[src/rtl/gpr_pkg.sv]
// Shared widths and the writeback source encoding for the GPR writeback path.
package gpr_pkg;
  localparam int GPR_ADDR_W = 5;
  localparam int GPR_DATA_W = 32;
  localparam int GPR_NUM    = 32;

  typedef enum logic {
    WB_EXU = 1'b0,
    WB_LSU = 1'b1
  } wb_src_e;
endpackage

[src/rtl/gpr_wb_arbiter_scoreboard.sv]
// GPR busy tracking: one pending-result bit per register plus the issue hazard check.
module gpr_scoreboard
  import gpr_pkg::*;
#(
  parameter int ADDR_WIDTH = GPR_ADDR_W
) (
  input  logic                     clk,
  input  logic                     rst,
  input  logic                     chk_valid,
  input  logic                     set_en,
  input  logic [ADDR_WIDTH-1:0]    set_idx,
  input  logic                     clr_en,
  input  logic [ADDR_WIDTH-1:0]    clr_idx,
  input  logic [ADDR_WIDTH-1:0]    rs1,
  input  logic [ADDR_WIDTH-1:0]    rs2,
  output logic                     stall,
  output logic [2**ADDR_WIDTH-1:0] busy_vec
);
  localparam int N = 2**ADDR_WIDTH;

  logic [N-1:0] busy_q;
  logic [N-1:0] busy_d;
  logic         set_ok;

  // set_en qualifies both the WAW check on set_idx and the scoreboard set.
  assign stall  = chk_valid && (busy_q[rs1] || busy_q[rs2] || (set_en && busy_q[set_idx]));
  assign set_ok = chk_valid && set_en && !stall && (set_idx != '0);

  // Clear first, then set, so a new producer keeps ownership of the register.
  always_comb begin
    busy_d = busy_q;
    if (clr_en) busy_d[clr_idx] = 1'b0;
    if (set_ok) busy_d[set_idx] = 1'b1;
    busy_d[0] = 1'b0;
  end

  always_ff @(posedge clk or posedge rst) begin
    if (rst) busy_q <= '0;
    else     busy_q <= busy_d;
  end

  assign busy_vec = busy_q;
endmodule

[src/rtl/gpr_wb_arbiter.sv]
// Round-robin merge of EXU and LSU writebacks onto the single GPR write port,
// with the registered commit stage feeding the scoreboard clear.
module gpr_wb_arbiter
  import gpr_pkg::*;
#(
  parameter int ADDR_WIDTH = GPR_ADDR_W,
  parameter int DATA_WIDTH = GPR_DATA_W
) (
  input  logic                     clk,
  input  logic                     rst,
  input  logic                     exu_valid,
  output logic                     exu_ready,
  input  logic [ADDR_WIDTH-1:0]    exu_rd,
  input  logic [DATA_WIDTH-1:0]    exu_data,
  input  logic                     lsu_valid,
  output logic                     lsu_ready,
  input  logic [ADDR_WIDTH-1:0]    lsu_rd,
  input  logic [DATA_WIDTH-1:0]    lsu_data,
  input  logic                     issue_valid,
  input  logic                     issue_wr,
  input  logic [ADDR_WIDTH-1:0]    issue_rd,
  input  logic [ADDR_WIDTH-1:0]    issue_rs1,
  input  logic [ADDR_WIDTH-1:0]    issue_rs2,
  output logic                     issue_stall,
  output logic                     gpr_wen,
  output logic [ADDR_WIDTH-1:0]    gpr_waddr,
  output logic [DATA_WIDTH-1:0]    gpr_wdata,
  output logic [2**ADDR_WIDTH-1:0] busy_vec
);
  wb_src_e rr;

  assign exu_ready = exu_valid && (!lsu_valid || rr == WB_EXU);
  assign lsu_ready = lsu_valid && (!exu_valid || rr == WB_LSU);

  // Writes to x0 still handshake but never raise the write enable.
  always_ff @(posedge clk or posedge rst) begin
    if (rst) begin
      gpr_wen   <= 1'b0;
      gpr_waddr <= '0;
      gpr_wdata <= '0;
      rr        <= WB_EXU;
    end else begin
      gpr_wen <= 1'b0;
      if (exu_ready) begin
        gpr_wen   <= (exu_rd != '0);
        gpr_waddr <= exu_rd;
        gpr_wdata <= exu_data;
        rr        <= WB_LSU;
      end else if (lsu_ready) begin
        gpr_wen   <= (lsu_rd != '0);
        gpr_waddr <= lsu_rd;
        gpr_wdata <= lsu_data;
        rr        <= WB_EXU;
      end
    end
  end

  gpr_scoreboard #(.ADDR_WIDTH(ADDR_WIDTH)) u_sb (
    .clk       (clk),
    .rst       (rst),
    .chk_valid (issue_valid),
    .set_en    (issue_wr),
    .set_idx   (issue_rd),
    .clr_en    (gpr_wen),
    .clr_idx   (gpr_waddr),
    .rs1       (issue_rs1),
    .rs2       (issue_rs2),
    .stall     (issue_stall),
    .busy_vec  (busy_vec)
  );
endmodule
[config.mk]
export PLATFORM = sky130hd
export DESIGN_NAME = gpr_wb_arbiter
export DESIGN_NICKNAME = d
export VERILOG_FILES = /design/src/rtl/gpr_pkg.sv /design/src/rtl/gpr_wb_arbiter_scoreboard.sv /design/src/rtl/gpr_wb_arbiter.sv
export SDC_FILE = /design/constraint.sdc
export NUM_CORES = 1
export LEC_CHECK = 0
export CORE_ASPECT_RATIO = 0.75
export CORE_UTILIZATION = 48
export CTS_CLUSTER_SIZE = 8
export DETAILED_ROUTE_END_ITERATION = 7
export PLACE_DENSITY_LB_ADDON = 0.2
export SLEW_MARGIN = 20
export SYNTH_ARGS = -nofsm -noshare
export SYNTH_HDL_FRONTEND = slang
export SYNTH_SLANG_ARGS = --single-unit
[constraint.sdc]
create_clock -name clk -period 5.8 [get_ports clk]
set_clock_uncertainty 0.05 [all_clocks]
set_input_delay 1.16 -clock clk [delete_from_list [all_inputs] [get_ports clk]]
set_output_delay 1.16 -clock clk [all_outputs]
set_load 0.02 [all_outputs]
==> flow_summary.json, run 1 <==
{
  "largest_net_degree_at_the_start_of_global_routing": 71,
  "postSynthCellCount": 464,
  "cts_buffers": 9,
  "hold_buffers": 0,
  "cts-htree-levels": 3,
  "dieArea_um2": 9260,
  "place.detailed.hpwl_mm": 10.1,
  "flow.area_growth_from_synthesis_pct": 46.6,
  "post_synth_instance_area_um2": 4260,
  "antenna_left": 0,
  "clock_path_buffers": 2,
  "vias": 4479,
  "globalplace.congestion": 0.917,
  "worst-endpoint-required_ns": 4.59,
  "hold_class": "reg -> reg",
  "synth_seq_cells": 70,
  "grt_pass1_wl_mm": 22.9,
  "period_needed_ns": 5.41,
  "clockRootBuffer": "clkbuf_16",
  "power_density_nw_per_um2": 393,
  "crit_path_frequent_cell": "clkdlybuf4s50_1",
  "clkTransAtPathRegs_ns": 0.06,
  "die_h_um": 83.6,
  "routedWlPerCell_um": 19.2,
  "detail_route.first_pass.iterations": 7,
  "synth_nets": 559,
  "run_status": "finished clean",
  "final-hold-violation-count": 0,
  "final_max_slew_viol_count": 0,
  "critical_path.top_delay_family": "buffers and inverters",
  "route.detailed.drc": 0,
  "fin_worst_hold_slack_ns": 0.600,
  "std_cell_rows": 29,
  "setup_violations": 0,
  "grt_setup_unrepaired": "no",
  "initialDrtViolationCount": 414,
  "synth.yosys.warnings": 0,
  "num_antenna_cells": 0,
  "layout.cells.most_common": "clkdlybuf4s50_1",
  "cts_tree": "yes",
  "max-cap-violations": 0,
  "worst-path-buf-inv": 2,
  "wirelength_mm": 14.0,
  "design.portCount": 168,
  "fp.dieW_um": 111,
  "cpPeakStageDelay_ns": 0.79,
  "average_cell_area_after_synthesis_um2": 9.18,
  "period_share_pct": 93.3,
  "post_route_cells_drive_above_1_share_pct": 8.25,
  "most-common-layout-cells": "165 x clkdlybuf4s50_1, 70 x dfrtp_1, 68 x o21ai_0, 65 x a21oi_1, 42 x nand2_1",
  "library_cells_used_by_synthesis": 35,
  "criticalPathCategory": "in -> out",
  "clock_latency_ns": 0.33,
  "synth.yosys.seq_area_share_pct": 41.1,
  "antenna_violations_before_repair": 0,
  "finalSetupTns_ns": 0,
  "portBuffers": 166,
  "critical_path_peak_fanout": 9,
  "slew_headroom_pct": 32.4,
  "cp-start-kind": "input port",
  "achievable-frequency_mhz": 185,
  "cts.repair_timing.setup_buffer_count": 0,
  "viasPerCell": 6.17,
  "core_um2": 8530,
  "series_of_cell_instances_along_the_critical_path": "clkdlybuf4s50_1 -> mux4_2 -> mux2i_1 -> nand3b_1 -> and4_1 -> or4_1 -> and2_1 -> clkdlybuf4s50_1",
  "leakagePower_nw": 2.43,
  "critical-path-slowest-cell": "clkdlybuf4s50_1",
  "worst_ir_drop_vdd_mv": 0.346,
  "grt_overflow_total": 0,
  "arrival_ns": 4.20,
  "area.sequential_um2": 1750,
  "first_global_vias": 4563,
  "grt_use_total_pct": 30.7,
  "worst_pin_slew_ns": 1.01,
  "initial_utilization_pct": 50.0,
  "combined_area_of_the_multi_input_logic_cells_um2": 2320,
  "clock_sink_count": 70,
  "end_kind": "output port",
  "post_cts_resized": 0,
  "fillers": 656,
  "num-nets-final": 708
}
cell families (layout without fill, tap and decap cells):
kind of cell	after synthesis	after routing	share of synthesized area, %
AOI/OAI and AO/OA	183	183	24.5
and+or+nand+nor	126	126	15.8
DFF	70	70	41.1
muxes	42	42	14.2
buffers and inverters	42	196	4.32
other	1	1	0.0880
power breakdown:
part | switching [mW] | internal [mW]
Clock | 0.209 | 0.336
Combinational | 0.493 | 0.532
Sequential | 0.250 | 0.633
Total | 0.952 | 1.50
cell usage after synthesis:
| library cell | n | area share (%) |
|---|---|---|
| a21boi_0 | 1 | 0.18 |
| a21oi_1 | 65 | 7.6 |
| a311oi_1 | 2 | 0.41 |
| a41oi_1 | 1 | 0.21 |
| and2_1 | 1 | 0.15 |
| and4_1 | 1 | 0.21 |
| buf_1 | 3 | 0.26 |
| buf_2 | 6 | 0.70 |
| buf_4 | 1 | 0.18 |
| buf_6 | 2 | 0.53 |
| clkbuf_1 | 23 | 2.0 |
| conb_1 | 1 | 0.088 |
| dfrtp_1 | 70 | 41 |
| inv_1 | 7 | 0.62 |
| mux2_2 | 7 | 1.9 |
| mux2i_1 | 21 | 4.9 |
| mux4_2 | 14 | 7.4 |
| nand2_1 | 42 | 3.7 |
| nand2b_1 | 32 | 4.7 |
| nand3_1 | 5 | 0.59 |
| nand3b_1 | 12 | 2.1 |
| nand4_1 | 2 | 0.29 |
| nand4b_1 | 1 | 0.21 |
| nor2_1 | 17 | 1.5 |
| nor2b_1 | 2 | 0.29 |
| o211ai_1 | 1 | 0.18 |
| o21ai_0 | 68 | 8.0 |
| o21bai_1 | 1 | 0.18 |
| o221ai_1 | 1 | 0.21 |
| o22ai_1 | 10 | 1.5 |
| o31ai_1 | 25 | 4.4 |
| o41ai_1 | 8 | 1.6 |
| or3_1 | 2 | 0.29 |
| or3b_2 | 6 | 1.2 |
| or4_1 | 3 | 0.53 |
state kept, by name (all words and copies together), names as in the netlist:
register and cells:
gpr_wen 1, gpr_wdata 32, gpr_waddr 5, rr 1, u_sb.busy_vec 31
worst reg2reg max path, stage by stage, from the launching register on:
cell,delay [ns]
dfrtp_1,0.47
mux4_2,0.50
mux2i_1,0.15
nand3b_1,0.09
and4_1,0.18
or4_1,0.55
buf_4,0.27
o41ai_1,0.40
per-stage QoR:
stage	instances	power [mW]	worst slack [ns]	util, %	cell area [µm²]
global route	726	2.56	0.297	73.3	6250
finish	726	2.45	0.389	73.3	6250
detailed placement	710	1.89	0.433	69.7	5950
floorplan	464	1.35	1.33	-	4260
global placement	710	1.87	0.456	69.7	5950
CTS	726	2.44	0.418	73.3	6250
metal layers:
metal	up-vias	wire, µm	track usage [%]
met2	272	6480	50.2
met4	0	122	5.58
met3	19	1620	9.51
met5	-	0	0
met1	2170	5730	40.8
li1	2018	-	-
cell type report:
type | instances | area share [%]
flip-flops and latches | 70 | 28.0
multi-input cells | 352 | 37.2
repair buffers | 173 | 27.4
clock inverters | 6 | 1.12
clock buffers | 10 | 3.67
well taps | 108 | 2.16
inverters | 7 | 0.421
worst paths after layout:
kind                                         from                 to  slack (ns)  depth (start not counted)
worst min-delay path             u_sb.busy_vec[1]   u_sb.busy_vec[1]        0.60                          2
worst min register to register   u_sb.busy_vec[1]   u_sb.busy_vec[1]        0.60                          2
worst max register to register  u_sb.busy_vec[14]  u_sb.busy_vec[20]        3.02                          7
min in group asynchronous                     rst       gpr_wdata[4]        1.01                          2
max in group asynchronous                     rst   u_sb.busy_vec[6]        3.65                          3
worst max-delay path                 issue_rs1[2]        issue_stall        0.39                          8
No activity file was read; power rests on OpenSTA's default activity.
==> run 2: changes to the inputs <==
--- a/config.mk
+++ b/config.mk
@@ -5,10 +5,12 @@
 export SDC_FILE = /design/constraint.sdc
 export NUM_CORES = 1
 export LEC_CHECK = 0
+export CAP_MARGIN = 20
 export CORE_ASPECT_RATIO = 0.75
 export CORE_UTILIZATION = 48
 export CTS_CLUSTER_SIZE = 8
 export DETAILED_ROUTE_END_ITERATION = 7
+export HOLD_SLACK_MARGIN = 0.08
 export PLACE_DENSITY_LB_ADDON = 0.2
 export SLEW_MARGIN = 20
 export SYNTH_ARGS = -nofsm -noshare
==> results of run 2 <==
The final DEF is identical to that of run 1; final timing and power are the same.
==> run 3: changes to the inputs <==
--- a/config.mk
+++ b/config.mk
@@ -7,6 +7,7 @@
 export LEC_CHECK = 0
 export CAP_MARGIN = 20
 export CORE_ASPECT_RATIO = 0.75
+export CORE_MARGIN = 2
 export CORE_UTILIZATION = 48
 export CTS_CLUSTER_SIZE = 8
 export DETAILED_ROUTE_END_ITERATION = 7
==> flow_summary.json, run 3 (same netlist as run 1, synthesis figures left out) <==
{
  "run_status": "finished clean",
  "num_antenna_cells": 0,
  "setup_ws_ns": 0.441,
  "max-cap-violations": 0,
  "clock_latency_ns": 0.34,
  "grt_overflow_total": 0,
  "post_cts_resized": 0,
  "fp.dieW_um": 113,
  "first_global_vias": 4358,
  "series_of_cell_instances_along_the_critical_path": "clkdlybuf4s50_1 -> mux4_2 -> mux2i_1 -> nand3b_1 -> and4_1 -> or4_1 -> and2_1 -> clkdlybuf4s50_1",
  "critical-path-slowest-cell": "clkdlybuf4s50_1",
  "hold_start": "u_sb.busy_vec[15]",
  "cts_tree": "yes",
  "route.detailed.drc": 0,
  "core_um2": 8530,
  "final_max_slew_viol_count": 0,
  "register_to_register_path_setup_slack_ns": 3.01,
  "dieArea_um2": 9650,
  "clock_sink_count": 70,
  "power_density_nw_per_um2": 412,
  "layout.cells.most_common": "clkdlybuf4s50_1",
  "largest-register": "gpr_wdata",
  "finalSetupTns_ns": 0,
  "clkTransAtPathRegs_ns": 0.06,
  "slew_headroom_pct": 47.1,
  "end_kind": "output port",
  "cp-start-kind": "input port",
  "flow.area_growth_from_synthesis_pct": 48.3,
  "antenna_left": 0,
  "post_route_cells_drive_above_1_share_pct": 8.41,
  "portBuffers": 166,
  "vias": 4532,
  "grt_pass1_wl_mm": 22.4,
  "grt_use_total_pct": 29.7,
  "worst-endpoint-required_ns": 4.59,
  "r2r-start": "u_sb.busy_vec[28]",
  "setup_violations": 0,
  "worst_pin_slew_ns": 0.794,
  "critical_r2r_capture": "u_sb.busy_vec[28]",
  "die_h_um": 85.6,
  "clockRootBuffer": "clkbuf_16",
  "hold-path-cell-count": 2,
  "std_cell_rows": 29,
  "wirelength_mm": 14.4,
  "worst_ir_drop_vdd_mv": 0.392,
  "period_share_pct": 92.4,
  "critical_path_peak_fanout": 9,
  "whs_endpoint": "u_sb.busy_vec[15]",
  "cpPeakStageDelay_ns": 0.76,
  "design.portCount": 168,
  "arrival_ns": 4.15,
  "most-common-layout-cells": "165 x clkdlybuf4s50_1, 70 x dfrtp_1, 68 x o21ai_0, 65 x a21oi_1, 42 x nand2_1",
  "initial_utilization_pct": 50.0,
  "detail_route.first_pass.iterations": 7,
  "leakagePower_nw": 2.46,
  "clock_path_buffers": 2,
  "viasPerCell": 6.24,
  "hold_buffers": 0,
  "num-nets-final": 708,
  "initialDrtViolationCount": 462,
  "total_power_mw": 2.60,
  "cts_buffers": 9,
  "cts.repair_timing.setup_buffer_count": 0,
  "hold_class": "reg -> reg",
  "achievable-frequency_mhz": 187,
  "placement.setup.worst_slack_ns": 0.444,
  "antenna_violations_before_repair": 0,
  "final-hold-violation-count": 0,
  "criticalPathCategory": "in -> out",
  "routedWlPerCell_um": 19.9,
  "period_needed_ns": 5.36,
  "largest_register_ffs": 32,
  "place.detailed.hpwl_mm": 10.0,
  "globalplace.congestion": 0.943,
  "r2r.worst_path.cells": 7,
  "cts-htree-levels": 3,
  "crit_path_frequent_cell": "clkdlybuf4s50_1",
  "largest_net_degree_at_the_start_of_global_routing": 71,
  "grt_setup_unrepaired": "no"
}
## run 3: worst max path at each step
| stage | startpoint | to | slack [ns] | cells past startpoint |
|---|---|---|---|---|
| finish | issue_rs1[2] | issue_stall | 0.44 | 8 |
| global route | issue_rs1[2] | issue_stall | 0.31 | 8 |
| detailed placement | issue_rs1[2] | issue_stall | 0.44 | 8 |
| floorplan | issue_rs1[0] | issue_stall | 1.33 | 9 |
| CTS | issue_rs1[2] | issue_stall | 0.43 | 8 |
| global placement | issue_rs1[2] | issue_stall | 0.49 | 8 |
## run 3: layer usage
metal  up-vias  global-route usage [%]  share of wire (%)
li1       2021                       -                  -
met1      2194                    39.3                 39
met2       284                    47.1                 47
met3        33                    9.61                 12
met4         0                    8.98                1.6
met5         -                       0                  0
## run 3: area by class of cell
| type | instances | area [µm²] |
|---|---|---|
| multi-input combinational | 352 | 2320 |
| fill | 655 | 2210 |
| sequential | 70 | 1750 |
| timing repair buffer | 173 | 1710 |
| clock buffer | 10 | 239 |
| tap | 108 | 135 |
| clock inverter | 6 | 133 |
| inverter | 7 | 26.3 |
## run 3: report_power, final
group	leakage, nW	switching, mW	internal (mW)
combinational	1.44	0.504	0.532
sequential	0.838	0.248	0.633
clock	0.179	0.211	0.474
## run 3: per-stage QoR
step | utilization, % | std cells | instance area, µm² | hold WS, ns
detailed placement | 69.7 | 710 | 5950 | 0.568
finish | 74.1 | 726 | 6320 | 0.590
global placement | 69.7 | 710 | 5950 | 0.567
floorplan | - | 464 | 4260 | 0.473
global route | 74.1 | 726 | 6320 | 0.623
CTS | 74.1 | 726 | 6320 | 0.580
## run 3: critical path: cells and delay by family
kind / cells / cell delay [ns]
simple gates: 4 / 0.99
buf+inv: 2 / 1.29
mux: 2 / 0.70
